### config.mk
export PLATFORM = sky130hd
export DESIGN_NAME = btn_debounce_pulse
export DESIGN_NICKNAME = d
export VERILOG_FILES = /design/src/rtl/btn_debounce_pulse_pkg.sv /design/src/rtl/btn_debounce_pulse_sync_ff.sv /design/src/rtl/btn_debounce_pulse.sv
export SDC_FILE = /design/constraint.sdc
export NUM_CORES = 1
export LEC_CHECK = 0
export BUFFER_PORTS_ARGS = -buffer_cell sky130_fd_sc_hd__buf_2
export CORE_ASPECT_RATIO = 0.7
export CORE_MARGIN = 5
export CORE_UTILIZATION = 64
export DETAILED_ROUTE_END_ITERATION = 10
export GPL_ROUTABILITY_DRIVEN = 0
export PLACE_DENSITY_LB_ADDON = 0.2
export SLEW_MARGIN = 15
export SYNTH_ARGS = -nofsm -noshare
export SYNTH_HDL_FRONTEND = slang
export SYNTH_SLANG_ARGS = --single-unit
### constraint.sdc
create_clock -name clk -period 3.31 [get_ports clk]
set_input_delay 0.331 -clock clk [delete_from_list [all_inputs] [get_ports clk]]
set_output_delay 0.331 -clock clk [all_outputs]
set_load 0.01 [all_outputs]
### src/rtl/btn_debounce_pulse_pkg.sv
// Shared definitions for the push-button conditioning block.
//   state_t           : debounce FSM state encoding (2 bits)
//   DEBOUNCE_DEFAULT  : stable cycles for a 10 ms window at 100 MHz
//   DEBOUNCE_SIM      : short window used in simulation
package btn_debounce_pulse_pkg;

   typedef enum logic [1:0] {
      RELEASED    = 2'd0,
      PRESS_CHK   = 2'd1,
      PRESSED     = 2'd2,
      RELEASE_CHK = 2'd3
   } state_t;

   localparam int DEBOUNCE_DEFAULT = 1000000;
   localparam int DEBOUNCE_SIM     = 4;

endpackage

### src/rtl/btn_debounce_pulse_sync_ff.sv
// Multi-flop synchroniser for an asynchronous single-bit pin.
// Reusable for any pin input.
//   clk : sampling clock
//   rst : asynchronous active-low clear of every stage
//   d   : asynchronous input
//   q   : synchronised output (last stage of the chain)
module sync_ff #(
   parameter int STAGES = 2
) (
   input  logic clk,
   input  logic rst,
   input  logic d,
   output logic q
);

   logic [STAGES-1:0] chain;

   always_ff @(posedge clk or negedge rst) begin
      if (!rst) begin
         chain <= '0;
      end else begin
         chain <= {chain[STAGES-2:0], d};
      end
   end

   assign q = chain[STAGES-1];

endmodule

### src/rtl/btn_debounce_pulse.sv
// Push-button conditioner: synchronises the raw pin, qualifies every level
// change with a stability counter and emits single-cycle press/release strobes.
// press_pulse drives the toggle stage input directly.
//   clk           : system clock
//   rst           : asynchronous active-low reset
//   btn_raw       : raw button pin, 1 = pressed
//   btn_level     : debounced level (registered)
//   press_pulse   : one-cycle strobe on accepted 0->1 change
//   release_pulse : one-cycle strobe on accepted 1->0 change
//
// state       | meaning
// ------------+---------------------------------------------------
// RELEASED    | stable low, waiting for synchronised input to rise
// PRESS_CHK   | input high, counting consecutive high cycles
// PRESSED     | stable high, waiting for synchronised input to fall
// RELEASE_CHK | input low, counting consecutive low cycles
module btn_debounce_pulse
   import btn_debounce_pulse_pkg::*;
#(
   parameter int SYNC_STAGES     = 2,
   parameter int DEBOUNCE_CYCLES = DEBOUNCE_DEFAULT
) (
   input  logic clk,
   input  logic rst,
   input  logic btn_raw,
   output logic btn_level,
   output logic press_pulse,
   output logic release_pulse
);

   localparam int              CNT_W    = $clog2(DEBOUNCE_CYCLES);
   localparam logic [CNT_W-1:0] CNT_LAST = CNT_W'(DEBOUNCE_CYCLES - 1);
   localparam logic [CNT_W-1:0] CNT_ONE  = CNT_W'(1);

   logic             btn_sync;
   state_t           state, state_nxt;
   logic [CNT_W-1:0] cnt, cnt_nxt;
   logic             level_nxt, press_nxt, release_nxt;

   sync_ff #(
      .STAGES (SYNC_STAGES)
   ) u_sync (
      .clk (clk),
      .rst (rst),
      .d   (btn_raw),
      .q   (btn_sync)
   );

   always_ff @(posedge clk or negedge rst) begin
      if (!rst) begin
         state         <= RELEASED;
         cnt           <= '0;
         btn_level     <= 1'b0;
         press_pulse   <= 1'b0;
         release_pulse <= 1'b0;
      end else begin
         state         <= state_nxt;
         cnt           <= cnt_nxt;
         btn_level     <= level_nxt;
         press_pulse   <= press_nxt;
         release_pulse <= release_nxt;
      end
   end

   // The entry into a CHK state already counts as the first stable cycle,
   // so cnt starts at 1 and the transition fires when it reaches the last value.
   always_comb begin
      state_nxt   = state;
      cnt_nxt     = cnt;
      level_nxt   = btn_level;
      press_nxt   = 1'b0;
      release_nxt = 1'b0;
      case (state)
         RELEASED: begin
            if (btn_sync) begin
               state_nxt = PRESS_CHK;
               cnt_nxt   = CNT_ONE;
            end
         end
         PRESS_CHK: begin
            if (!btn_sync) begin
               state_nxt = RELEASED;
               cnt_nxt   = '0;
            end else if (cnt == CNT_LAST) begin
               state_nxt = PRESSED;
               cnt_nxt   = '0;
               level_nxt = 1'b1;
               press_nxt = 1'b1;
            end else begin
               cnt_nxt = cnt + CNT_ONE;
            end
         end
         PRESSED: begin
            if (!btn_sync) begin
               state_nxt = RELEASE_CHK;
               cnt_nxt   = CNT_ONE;
            end
         end
         RELEASE_CHK: begin
            if (btn_sync) begin
               state_nxt = PRESSED;
               cnt_nxt   = '0;
            end else if (cnt == CNT_LAST) begin
               state_nxt   = RELEASED;
               cnt_nxt     = '0;
               level_nxt   = 1'b0;
               release_nxt = 1'b1;
            end else begin
               cnt_nxt = cnt + CNT_ONE;
            end
         end
         default: begin
            state_nxt = RELEASED;
            cnt_nxt   = '0;
            level_nxt = 1'b0;
         end
      endcase
   end

endmodule
# --- Word level (Yosys, flattened, before mapping) ---
# Cells that the tools add are included.
# Widths: inputs -> output; s select.
totals:
  input_bits: 3
  reg_bits: 27
  out_inout_bits: 3
  wordCells: 47
op_classes:
  addsub: 1
  n_eq_ne: 12
  muxes: 23
  n_reduce_logical: 5
ops:
  columns: ["op", "count"]
  rows:
  - ["$mux 20", 5]
  - ["$pmux 20 s4", 1]
  - ["$add 20x1->20 const B", 1]
  - ["$eq 20x20->1 const B", 1]
  - ["$mux 2", 6]
  - ["$mux 1", 9]
  - ["$ne 2x2->1 const B", 4]
  - ["$pmux 2 s4", 1]
  - ["$reduce_and 5->1", 1]
  - ["$eq 2x2->1 const B", 2]
  - ["$ne 2x1->1 const B", 2]
  - ["$reduce_and 4->1", 1]
  - ["$ne 3x2->1 const B", 1]
  - ["$ne 3x3->1 const B", 1]
  - ["$eq 2x1->1 const B", 1]
  - ["$logic_not 2->1", 1]
  - ["$pmux 1 s2", 1]
  - ["$reduce_and 2->1", 1]
  - ["$reduce_bool 2->1", 1]

# --- Depth between registers and ports, before layout ---
depth:
  ltp_word: 4
  mapped_depth: 7

# --- Hierarchy ---
# From an unflattened synthesis, not the netlist that was laid out.
hier_totals:
  cells_unflattened: 148
  area_unflattened_um2: 1442.6
by_module_without_submodules:
  columns: ["module", "cells_per_inst", "seq_area_each_um2", "area_per_inst_um2", "n_inst"]
  rows:
  - ["btn_debounce_pulse", 146, 625.6, 1392.6, 1]
  - ["sync_ff", 2, 50.0, 50.0, 1]

# --- Worst setup path after synthesis ---
# Ideal clock, no wire load.
synth_path:
  path_kind: "flip-flop to flip-flop"
  start: "register cnt[10]"
  end: "register (tool-made name)"
  arrival_time_ps: 1734
  stages_incl_launch_ff: 6
  path_buffers: 1
  setup_time_ps: 125
  setup_slack_ps: 1451
  cell_sequence: "dfrtp_1 buf_6 or4b_4 nor4_4 nand4_4 mux2_4"
synth_rtl:
  columns: ["item", "line_no", "rtl"]
  rows:
  - ["start: declaration", "btn_debounce_pulse.sv:37", "logic [CNT_W-1:0] cnt, cnt_nxt;"]
  - ["start signal: assignment", "btn_debounce_pulse.sv:58", "cnt <= cnt_nxt;"]

# --- Worst setup path after layout ---
layout_path:
  start: "register cnt[0]"
  end: "register cnt[8]"
layout_via:
  elab_chain_cells: 4
  elab_cells_between_ends: 6
  cone_classes: "1 x add/sub; 1 x eq/ne; 4 x mux"
layout_rtl:
  columns: ["item", "line_no", "rtl"]
  rows:
  - ["$add 20x1->20 / $eq 20x20->1 (equally long branches)", null, null]
  - ["$mux 20 (*)", "btn_debounce_pulse.sv:84, btn_debounce_pulse.sv:103", null]
  - ["$mux 20 (on tied branches)", "btn_debounce_pulse.sv:100, btn_debounce_pulse.sv:81", null]
  - ["$pmux 20 s4 (*)", "btn_debounce_pulse.sv:73", "case (state)"]
# Mark *: on every way between the ends. The rest lies on a longest branch, timed or not.
# A chain may end at the register's enable or synchronous reset.

==> metrics.cfg <==
[job]
maxCapViolations = 0

[sta]
fmax_ghz = 0.443
finalSetupViolCount = 0
worstMarginPinSlew_ns = 0.744
slew_viol_final = 0
timing_hold_violations_final = 27
rsz0062_at_grt = no
tns_ns = 0
slew_headroom_pct = 50.0
fin_crit_ns = 2.26
post-route-period-util_pct = 68.3
holdWs_ns = -0.0321
finClkSkew_ns = 0.00928

[global_routing]
antenna_found_initial = 0
first_global_vias = 1263
grt_use_total_pct = 21.9
grt_pass1_wl_mm = 5.64
overflow = 0
grt_max_degree = 28

[yosys]
synth_edf_count = 0
synth-seq-cells = 27
synthMuxAreaShare_pct = 2.34
postSynth.asyncResetShare_pct = 100
ys.flop_type = dfrtp_1
syn_nets = 166
syn_avg_cell_area_um2 = 9.24
ys.warnings.count = 0
synth_compound_area_share_pct = 15.1
yosys.area_share.simple_pct = 31.2
ys_seq_area_share_pct = 45.1
ys_types = 39
synth_area_um2 = 1500
synth_xor_area_share_pct = 1.17
synthCells = 162
synthAdderAreaFrac_pct = 0.835
synth_top_family_by_area = simple AND/OR/NAND/NOR gates

[routing]
wl_met3_um = 256
dr.pass1.iters = 4
drc = 0
ant_nets = 0
top_layer = met4
totalWireLength_mm = 3.36
wirelength_met1_mm = 1.51
wl_per_cell_um = 17.0
via_count = 1317
drtIter0Drc = 169
routed_via_density = 6.65
wl_met2_mm = 1.52

[die]
die_x_um = 67.8
core_um2 = 2190
ios = 6
die_height_um = 50.5
floorplan.rows = 14
start_util_pct = 68.4
die-area_um2 = 3420

[critical_path]
crit_fanout = 11
ff2ff_path_depth = 6
cp_top_family = compound AO/OA/AOI/OAI gates
cpPeakStageDelay_ns = 0.62
crit_type = flip-flop to flip-flop
worst_ep_required_time_ns = 3.55
crit_slowest_cell = o21ai_1
ff2ff_setup_slack_ns = 1.05
worstPathArrival_ns = 2.50
cp-end-kind = flip-flop
crit_buf_inv = 0
critical_path_depth = 6
crit_path_start_kind = flip-flop
timing.rr.start = cnt[0]
timing.rr.end = cnt[8]
worstPathCellList = ha_1, and4_2, nand4_1, o21ai_1, o21ai_0, a21o_1

[clocking]
clk_pin_slew_worst_paths_ns = 0.15
cts.sinks = 27
insertion_delay_ns = 0.34
root_buffer = clkbuf_4
cts-hold-fix-buffers = 0
post-cts-setup-buffer-count = 0
cts_tree = done
htreeDepth = 1
cts_made_buffers = 3
clock_path_buffers = 2
cts_resized = 0

[power]
ir_worst_vdd_uv = 233
p_leak_uw = 0.000637
clkPwrFrac_pct = 28.0
powerDensity_nw_per_um2 = 341
seq_power_share_pct = 64.8
internal_power_uw = 396
p_comb_share_pct = 7.2
p_sw_share_pct = 25.4
power_switching_uw = 135

[worst_hold_path]
hold_class = input port to asynchronous set/reset pin

[cells_and_area]
area_delta_synth_final_pct = 3.93
drive_gt1_share_pct = 12.0
nFillCells = 169
diodes = 0
seqCellArea_um2 = 676
multi_input_area_um2 = 759
nNetsFinal = 171

[placed_design]
dpl.hpwl_mm = 2.37
numPortBuffers = 5

[run_status]
violations = hold timing
run_status = finished with violations

==> per-layer routing <==
| layer | up-vias | GRT usage, % |
|---|---|---|
| li1 | 609 | - |
| met1 | 643 | 30.4 |
| met2 | 55 | 33.1 |
| met3 | 10 | 5.80 |
| met4 | 0 | 7.92 |
| met5 | - | 0 |
==> cell usage in the layout, fill, tap and decap left out, types with 2 or more instances in the layout <==
cell type,netlist,layout
a21o_1,4,4
a21oi_1,11,11
a22o_1,2,2
and2_2,2,2
and3_1,2,2
and4_2,2,2
buf_2,2,5
clkbuf_4,0,3
dfrtp_1,27,27
inv_1,6,6
mux2i_1,2,2
nand2_1,15,15
nand3_1,14,14
nand4_1,9,9
nor2_1,8,8
nor3_1,8,8
nor4_1,3,3
o21a_1,3,3
o21ai_0,13,13
o31ai_1,2,2
or3_1,6,6
==> how the worst max path moves through the flow <==
stage	start	end	slack [ns]
3_5_place_dp	cnt[0]	cnt[8]	1.13
6_report	cnt[0]	cnt[8]	1.05
2_1_floorplan	cnt[10]	flip-flop	1.45
3_3_place_gp	cnt[0]	cnt[8]	1.23
5_1_grt	cnt[0]	cnt[3]	0.91
4_1_cts	cnt[0]	cnt[8]	1.11
==> power by group through the flow <==
stage	clock (uW)	combinational (uW)	sequential [uW]
final	149	38.2	344
after global routing	164	43.7	345
after CTS	145	38.0	344
after detailed placement	0	37.7	350
after global placement	0	36.7	349
after floorplan	0	24.1	348
==> worst register-to-register path, stage by stage, from the launching register on <==
cell,delay [ns]
dfrtp_1,0.45
ha_1,0.24
and4_2,0.28
nand4_1,0.15
o21ai_1,0.62
o21ai_0,0.22
a21o_1,0.21
==> synthesized netlist by cell type (2+ instances only) <==
cell	n	area share, %
a21o_1	4	2.0
and4_2	2	1.3
nand4_1	9	3.8
nand3_1	14	4.7
inv_1	6	1.5
and3_1	2	0.84
a22o_1	2	1.2
nor4_1	3	1.3
buf_2	2	0.67
nor2_1	8	2.0
or3_1	6	2.5
buf_6	2	1.5
nor3_1	8	2.7
o21ai_0	13	4.3
a21oi_1	11	3.7
o31ai_1	2	1.0
mux2i_1	2	1.3
dfrtp_1	27	45
clkbuf_1	2	0.50
nand2_1	15	3.8
o21a_1	3	1.5
and2_2	2	1.0
==> sequential cells by signal, summed over array words and instances, names as in the netlist, named ones only <==
register	cells
release_pulse	1
press_pulse	1
cnt	20
btn_level	1
state	1
u_sync.chain	2
==> area by class of cell <==
class	instances	share of cell area, %
inverters	6	1.45
repair buffers	6	2.09
clock buffers	4	1.69
flip-flops and latches	27	43.4
multi-input cells	123	48.8
well taps	32	2.57
==> cell families after synthesis <==
kind of cell | count (synthesis)
AND/OR/NAND/NOR | 79
AO/OA/AOI/OAI | 38
multiplexers | 3
buffers and inverters | 12
XOR/XNOR | 2
adder cells (fa/ha/maj) | 1
flip-flops | 27
==> metrics by stage <==
| step | instances | instance area [um^2] | util (%) | total power (uW) | setup slack (ns) |
|---|---|---|---|---|---|
| after floorplan | 162 | 1500 | - | 372 | 1.45 |
| after CTS | 198 | 1560 | 71.1 | 527 | 1.11 |
| after detailed placement | 194 | 1530 | 69.9 | 388 | 1.13 |
| final | 198 | 1560 | 71.1 | 531 | 1.05 |
| after global placement | 194 | 1530 | 69.9 | 386 | 1.23 |
| after global routing | 198 | 1560 | 71.1 | 552 | 0.906 |
No activity file was read; power rests on OpenSTA's default activity.
